$ cat src/rtl/pipelined_prefix_adder.sv
// Pipelined Kogge-Stone adder/subtractor: one prefix level per stage, valid bits
// travelling with the data, and a single global stall from the output handshake.
module pipelined_prefix_adder #(
  parameter int WIDTH  = 16,
  parameter int LEVELS = $clog2(WIDTH)
) (
  input  logic             clk,
  input  logic             reset,
  input  logic             in_valid,
  output logic             in_ready,
  input  logic [WIDTH-1:0] a,
  input  logic [WIDTH-1:0] b,
  input  logic             cin,
  input  logic             sub,
  output logic             out_valid,
  input  logic             out_ready,
  output logic [WIDTH-1:0] sum,
  output logic             cout,
  output logic             ovf
);
  // Status index 0 is the carry-in position (-1); index i+1 is bit i.
  localparam int NPOS = WIDTH + 1;

  function automatic logic [1:0] combine(input logic [1:0] h, input logic [1:0] l);
    return (h[1] == h[0]) ? h : l;
  endfunction

  function automatic logic resolve_carry(input logic [1:0] h, input logic l_gen);
    return (h[1] == h[0]) ? h[1] : l_gen;
  endfunction

  logic                               w_stall;
  logic [WIDTH-1:0]                   w_b_eff;
  logic                               w_cin_eff;
  logic [NPOS-1:0][1:0]               w_st_p0;
  logic [LEVELS:1][NPOS-1:0][1:0]     w_lvl;
  logic [NPOS-1:0]                    w_carry;
  logic [WIDTH-1:0]                   w_sum;

  logic [LEVELS:0]                    r_vld_p;
  logic [LEVELS:0][NPOS-1:0][1:0]     r_st_p;
  logic [LEVELS:0][WIDTH-1:0]         r_ps_p;

  assign w_stall  = out_valid & ~out_ready;
  assign in_ready = ~w_stall;

  // ---- stage 0: per-bit status, propagate-sum bits, carry-in status ----
  assign w_b_eff   = sub ? ~b : b;
  assign w_cin_eff = sub | cin;
  assign w_st_p0[0] = {2{w_cin_eff}};

  genvar gi, gk, gj;
  generate
    for (gi = 0; gi < WIDTH; gi++) begin : g_bit_status
      assign w_st_p0[gi+1] = {a[gi] & w_b_eff[gi], a[gi] | w_b_eff[gi]};
    end

    // ---- stages 1..LEVELS: one Kogge-Stone level each ----
    for (gk = 1; gk <= LEVELS; gk++) begin : g_level
      localparam int D = 1 << (gk - 1);
      for (gj = 0; gj < NPOS; gj++) begin : g_pos
        // Positions with no partner combine with themselves, which leaves them unchanged.
        localparam int SRC = (gj >= D) ? gj - D : gj;
        assign w_lvl[gk][gj] = combine(r_st_p[gk-1][gj], r_st_p[gk-1][SRC]);
      end
    end

    // ---- output stage: carries, sum, cout, ovf ----
    // The MSB's span stops one position above the carry-in, so a fully
    // propagating word is finished against the carry-in status here.
    for (gj = 0; gj < NPOS; gj++) begin : g_carry
      assign w_carry[gj] = resolve_carry(r_st_p[LEVELS][gj], r_st_p[LEVELS][0][1]);
    end
  endgenerate

  assign w_sum = r_ps_p[LEVELS] ^ w_carry[WIDTH-1:0];

  always_ff @(posedge clk) begin
    if (!w_stall) begin
      r_st_p <= {w_lvl, w_st_p0};
      r_ps_p <= {r_ps_p[LEVELS-1:0], a ^ w_b_eff};
    end
  end

  always_ff @(posedge clk or posedge reset) begin
    if (reset) begin
      r_vld_p   <= '0;
      out_valid <= 1'b0;
      sum       <= '0;
      cout      <= 1'b0;
      ovf       <= 1'b0;
    end else if (!w_stall) begin
      r_vld_p   <= {r_vld_p[LEVELS-1:0], in_valid};
      out_valid <= r_vld_p[LEVELS];
      if (r_vld_p[LEVELS]) begin
        sum  <= w_sum;
        cout <= w_carry[WIDTH];
        ovf  <= w_carry[WIDTH-1] ^ w_carry[WIDTH];
      end
    end
  end

endmodule

$ cat config.mk
export PLATFORM = sky130hd
export DESIGN_NAME = pipelined_prefix_adder
export DESIGN_NICKNAME = d
export VERILOG_FILES = /design/src/rtl/pipelined_prefix_adder.sv
export SDC_FILE = /design/constraint.sdc
export NUM_CORES = 1
export LEC_CHECK = 0
export CORE_ASPECT_RATIO = 1.75
export CORE_MARGIN = 8
export CORE_UTILIZATION = 64
export DETAILED_ROUTE_END_ITERATION = 10
export PLACE_DENSITY = 0.85
export SYNTH_ARGS = -nofsm -noshare
export SYNTH_HDL_FRONTEND = slang
export SYNTH_SLANG_ARGS = --single-unit
$ cat constraint.sdc
create_clock -name clk -period 7.8 [get_ports clk]
set_clock_uncertainty 0.05 [all_clocks]
set_input_delay 2.34 -clock clk [delete_from_list [all_inputs] [get_ports clk]]
set_output_delay 2.34 -clock clk [all_outputs]
set_load 0.02 [all_outputs]
==> flow_summary_export.csv, run 1 <==
group,metric,value,unit
flow_run,drv_cap,0,
critical_path,cp_common_cell,"clkdlybuf4s50_1",
timing,rsz0062_at_grt,"no",
drt,wl,15500,microns
grt,grt_pass1_vias,5096,
critical_path,critPathKind,"in -> out",
hold_path,min_path_type,"reg -> reg",
cts,hold_buffers,0,
synthesis,ys_seq_area_share,76.6,%
cts,cts-root-buf,"clkbuf_16",
synthesis,yosys_warnings,0,
drt,vias_per_cell,5.55,
critical_path,path_buf_inv,2,
floorplan,fp.dieH,185,microns
timing,setup_viol,0,
pwr,power_frac_comb,18.7,%
drt,ant_nets,0,
finish,final_area,0.0119,sq mm
status,status,"finished, final reports clean",
synthesis,synth_area,0.0104,sq mm
synthesis,synth_flop_cell,"edfxtp_1",
synthesis,synth_top_area_share,70.8,%
critical_path,endpoint_kind,"output pin",
synthesis,synthArstFlopShare,8.92,%
timing,setup_tns,0,ns
finish,drive_gt1_share,7.75,%
drt,drt_iter0_drc,299,
pwr,powerDensity,385,mW/mm^2
cts,post_cts_resized,0,
drt,drcViolationCount,0,
synthesis,yosys.area.top_type,"edfxtp_1",
cts,ctsHtreeMaxLevel,1,
synthesis,syn_inst,565,
finish,fill_cells,926,
pwr,p_clk_share,23.1,%
synthesis,yosys-top-cells-count,"245 x edfxtp_1, 115 x maj3_1, 49 x inv_1, 32 x ha_1",
critical_path,critPathMaxFanout,2,
timing,period_share,76.6,%
place,hpwl,10500,microns
timing,fin_ws,1.82,ns
critical_path,cp.required,5.41,ns
finish,diodes,0,
drt,dr.pass1.iters,4,
critical_path,setup.worst_path.start_class,"input pin",
cts,clock_path_buffers,3,
critical_path,r2r_cells,5,
drt,vias,4697,
place,post_dp_cell_area,0.0112,sq mm
critical_path,cpPeakStageDelay,0.63,ns
synthesis,synth_edf_count,245,
floorplan,die_area,0.0207,sq mm
critical_path,cp.depth,3,
floorplan,start_util,65.5,%
cts,cts_tree,"done",
hold_path,holdPathStages,0,
synthesis,ys_types,25,
pwr,switchingPower,1.25,mW
grt,grt_pass1_wl,24900,microns
timing,fmax,167,MHz
critical_path,critPathSlowestCell,"clkdlybuf4s50_1",
grt,grt_start_max_net_pins,205,
pwr,share_seq_of_total_power,58.1,%
timing,finalCriticalPeriod,5.98,ns
drt,wl_per_cell,18.3,microns
floorplan,num_rows,61,
timing,worst_pin_slew,1.05,ns
synthesis,ys_ff_latch,269,
place,globalplace.congestion,0.732,
synthesis,synth.avg_cell_area,18.4,sq um
cts,cts.sinks,269,
pwr,switching_share,27.2,%
place,dp_slack,1.80,ns
cts,postCtsSetupRepairBufs,0,
finish,syn_to_final_growth,14.4,%
grt,antenna_found_initial,0,
synthesis,syn_nets,635,
cts,worstSkewPairLatency,0.50,ns
synthesis,synth.most_common_cell,"edfxtp_1",
place,port_buffers,57,
cts,cts.clk_slew.worst_paths,0.06,ns
cts,numCtsBuffers,23,
timing,drv_slew,0,
floorplan,core_area,0.0159,sq mm
synthesis,synth.area.top_cells,"edfxtp_1 71%, maj3_1 11%, dfrtp_1 5.8%",
critical_path,arrival,3.59,ns
critical_path,path_cells,"clkdlybuf4s50_1 > nand2b_4 > clkdlybuf4s50_1",
finish,layout.nets,711,
timing,finalHoldViolations,0,
pwr,ir_worst_vdd,249,uV
pwr,p_leak,4.22,nW
timing,maxSlewHeadroom,30.0,%
floorplan,chipWidth,112,microns
grt,grt_overflow,0,
pwr,p_int,3.33,mW
grt,grt_usage,15.4,%
floorplan,ios,58,
critical_path,crit_family,"buffers and inverters",
[final cells by class]
| type | count | area (sq um) | share of cell area, % |
|---|---|---|---|
| Inverter | 49 | 184 | 1.55 |
| Clock buffer | 26 | 587 | 4.94 |
| Tap cell | 189 | 236 | 1.99 |
| Timing Repair Buffer | 59 | 598 | 5.03 |
| Multi-Input combinational cell | 239 | 2190 | 18.5 |
| Sequential cell | 269 | 7960 | 67.0 |
| Clock inverter | 16 | 126 | 1.06 |
[stage by stage]
stage	hold slack, ns	std cells	power, mW	util, %
2_1_floorplan	0.350	565	3.18	-
3_3_place_gp	0.352	805	3.44	70.4
3_5_place_dp	0.355	805	3.55	70.4
4_1_cts	0.365	847	4.63	74.9
5_1_grt	0.372	847	4.80	74.9
6_report	0.365	847	4.58	74.9
[worst reg2reg max path: stages (launching register included)]
cell and delay, ns:
dfrtp_1 0.40, nand2b_4 0.12, buf_4 0.54, buf_12 0.75
nand2_2 0.77, o311ai_0 0.45
[power by group through the flow]
stage | combinational, mW | sequential (mW) | clock (mW)
after floorplan | 0.556 | 2.63 | 0
after global placement | 0.809 | 2.63 | 0
after detailed placement | 0.863 | 2.69 | 0
after CTS | 0.873 | 2.67 | 1.08
after global routing | 0.936 | 2.73 | 1.14
final | 0.858 | 2.66 | 1.06
[layer usage]
layer / track usage (%) / part of all wire [%]
met3: 2.82 / 3.9
met4: 6.73 / 2.8
met1: 14.0 / 34
met2: 31.4 / 59
met5: 0 / 0
[worst paths after layout]
path / slack [ns] / startpoint / to
max: 1.82 / out_ready / in_ready
min: 0.36 / r_ps_p[46]$_DFFE_PN_ / r_ps_p[62]$_DFFE_PN_
max reg2reg: 4.61 / out_valid$_DFFE_PP0N_ / ovf$_DFFE_PP0P_
min reg2reg: 0.36 / r_ps_p[46]$_DFFE_PN_ / r_ps_p[62]$_DFFE_PN_
max in group asynchronous: 4.85 / reset / sum[4]$_DFFE_PP0P_
min in group asynchronous: 2.27 / reset / sum[1]$_DFFE_PP0P_
[registers in the layout, indices dropped and copies added (netlist names)]
signal	count
r_vld_p	5
cout	1
r_ps_p	80
ovf	1
sum	16
out_valid	1
r_st_p	165
[cells by family after synthesis]
group,after synthesis,synth area share [%]
AOI/OAI and AO/OA,20,1.02
DFF,269,76.6
muxes,5,0.542
adders and majority gates,152,15.5
xor gates and xnor gates,34,2.87
buffers and inverters,57,2.38
and+or+nand+nor,28,1.13
[layout by cell type (no fill, tap or decap)]
cell	n
clkbuf_16	23
dfrtp_1	24
nand4_1	1
maj3_1	115
clkinv_2	6
or2_2	1
nand2b_1	1
maj3_2	5
o311ai_0	1
xor2_1	10
o31ai_1	1
buf_12	1
a21oi_1	2
nand2_2	1
clkinv_1	3
o21ai_1	6
inv_6	1
clkinv_8	1
mux2_2	5
clkdlybuf4s50_1	57
bufinv_16	1
o21ai_0	10
inv_1	49
xnor2_1	24
nand2b_4	1
clkinvlp_4	4
clkbuf_1	3
nor2_1	3
edfxtp_1	245
ha_1	32
buf_4	1
nand2_1	20
(Power assumes the default switching activity.)
==> run 2, diff against run 1 <==
--- a/config.mk
+++ b/config.mk
@@ -7,9 +7,9 @@
 export LEC_CHECK = 0
 export CORE_ASPECT_RATIO = 1.75
 export CORE_MARGIN = 8
-export CORE_UTILIZATION = 64
+export CORE_UTILIZATION = 59
 export DETAILED_ROUTE_END_ITERATION = 10
-export PLACE_DENSITY = 0.85
+export PLACE_DENSITY = 0.79
 export SYNTH_ARGS = -nofsm -noshare
 export SYNTH_HDL_FRONTEND = slang
 export SYNTH_SLANG_ARGS = --single-unit
==> constraint.sdc (replaced) <==
create_clock -name clk -period 5.68 [get_ports clk]
set_clock_uncertainty 0.05 [all_clocks]
set_input_delay 1.704 -clock clk [delete_from_list [all_inputs] [get_ports clk]]
set_output_delay 1.704 -clock clk [all_outputs]
set_load 0.02 [all_outputs]
==> run 2 against run 1 <==
Global-route usage down 2.0 points. Die area increased by 7.5%. Wire length shrank 7.3%. Clock power rose by 37%. Critical path depth did not move. Register-to-register slack got worse by 0.93 ns. Critical endpoint unchanged.
==> flow_summary_export.csv, run 2 (same netlist as run 1, synthesis figures left out) <==
group,metric,value,unit
drt,wl_per_cell,16.2,microns
grt,grt_pass1_vias,4818,
critical_path,critPathKind,"in -> out",
floorplan,chipWidth,116,microns
floorplan,die_area,0.0223,sq mm
critical_path,endpoint_kind,"output pin",
timing,fin_ws,0.825,ns
timing,finalHoldViolations,0,
critical_path,path_cells,"clkdlybuf4s50_1 > nand2b_4 > clkdlybuf4s50_1",
grt,grt_overflow,0,
grt,grt_usage,13.4,%
drt,drt_iter0_drc,294,
finish,drive_gt1_share,7.16,%
critical_path,cp.required,3.93,ns
finish,regMostFlops,"r_st_p",
floorplan,fp.dieH,192,microns
status,status,"finished, final reports clean",
cts,ctsHtreeMaxLevel,1,
floorplan,start_util,59.8,%
cts,postCtsSetupRepairBufs,0,
cts,post_cts_resized,0,
cts,hold_buffers,0,
timing,setup_viol,0,
timing,worst_pin_slew,1.21,ns
drt,wl,14400,microns
finish,syn_to_final_growth,14.6,%
cts,numCtsBuffers,23,
place,port_buffers,57,
timing,maxSlewHeadroom,19.6,%
finish,diodes,0,
timing,fmax,206,MHz
critical_path,path_buf_inv,2,
finish,final_common_cell,"edfxtp_1",
cts,worstSkewPairLatency,0.50,ns
timing,period_share,85.5,%
cts,cts.clk_slew.worst_paths,0.07,ns
timing,hold_ws,0.358,ns
critical_path,crit_family,"buffers and inverters",
flow_run,drv_cap,0,
hold_path,min_path_type,"reg -> reg",
drt,drcViolationCount,0,
drt,vias,4580,
critical_path,critPathMaxFanout,10,
finish,largest_register_ffs,165,
cts,cts_tree,"done",
place,dp_slack,0.769,ns
drt,dr.pass1.iters,4,
finish,layout_common_cells,"245 x edfxtp_1, 115 x maj3_1, 57 x clkdlybuf4s50_1, 49 x inv_1, 32 x ha_1",
pwr,powerDensity,524,mW/mm^2
finish,stdcell_count,887,
critical_path,cpPeakStageDelay,0.73,ns
drt,vias_per_cell,5.16,
finish,layout.nets,710,
timing,finalCriticalPeriod,4.86,ns
timing,drv_slew,0,
cts,clock_path_buffers,3,
pwr,ir_worst_vdd,281,uV
place,hpwl,9760,microns
timing,rsz0062_at_grt,"no",
finish,largest_registers,"r_st_p: 165 flops, r_ps_p: 80 flops, sum: 16 flops",
critical_path,arrival,3.10,ns
place,post-place-cells,846,
drt,ant_nets,0,
floorplan,core_area,0.0174,sq mm
grt,antenna_found_initial,0,
floorplan,num_rows,64,
critical_path,cp_common_cell,"clkdlybuf4s50_1",
timing,setup_tns,0,ns
critical_path,critPathSlowestCell,"clkdlybuf4s50_1",
grt,grt_start_max_net_pins,246,
floorplan,ios,58,
cts,cts-root-buf,"clkbuf_16",
critical_path,setup.worst_path.start_class,"input pin",
grt,grt_pass1_wl,22900,microns
pwr,p_leak,4.21,nW
cts,cts.sinks,269,
place,globalplace.congestion,0.746,
==> run 2: cell count changes in the layout (fill, tap and decap cells not counted) <==
cell / change
clkinv_8: -1
clkinv_1: -1
clkinvlp_4: -3
inv_12: +1
buf_4: -1
clkbuf_1: +3
==> run 2: routing by layer <==
| layer | up-vias | track usage (%) | part of all wire [%] |
|---|---|---|---|
| li1 | 2226 | - | - |
| met5 | - | 0 | 0 |
| met4 | 0 | 5.47 | 2.5 |
| met1 | 2250 | 11.6 | 33 |
| met2 | 82 | 28.1 | 61 |
| met3 | 22 | 1.96 | 3.7 |
==> run 2: cell type report <==
class                   instances  area [sq um]
inverters                      49           184
clock buffers                  29           598
repair buffers                 58           591
multi-input cells             239          2190
well taps                     231           289
clock inverters                12           100
flip-flops and latches        269          7960
fillers                      1147          5460
==> run 2: stage by stage <==
stage | area (sq um) | total power [mW] | utilization, %
final | 11900 | 6.24 | 68.6
after global routing | 11900 | 6.54 | 68.6
after detailed placement | 11200 | 4.85 | 64.5
after global placement | 11200 | 4.73 | 64.5
after floorplan | 10400 | 4.37 | -
after CTS | 11900 | 6.30 | 68.6
==> run 2: worst paths after layout <==
check / cells after the start / slack [ns] / endpoint / start
max in group asynchronous: 2 / 3.39 / sum[6]$_DFFE_PP0P_ / reset
min in group asynchronous: 2 / 1.65 / sum[0]$_DFFE_PP0P_ / reset
worst max-delay path: 3 / 0.82 / in_ready / out_ready
worst max register to register: 2 / 3.68 / r_st_p[49]$_DFFE_PN_ / out_valid$_DFFE_PP0N_
worst min register to register: 0 / 0.36 / r_ps_p[72]$_DFFE_PN_ / r_ps_p[56]$_DFFE_PN_
worst min-delay path: 0 / 0.36 / r_ps_p[72]$_DFFE_PN_ / r_ps_p[56]$_DFFE_PN_
==> run 2: where the power goes <==
group          internal, mW  switching (mW)  total, mW
sequential             3.20           0.431       3.63
clock                 0.801           0.648       1.45
combinational         0.573           0.584       1.16
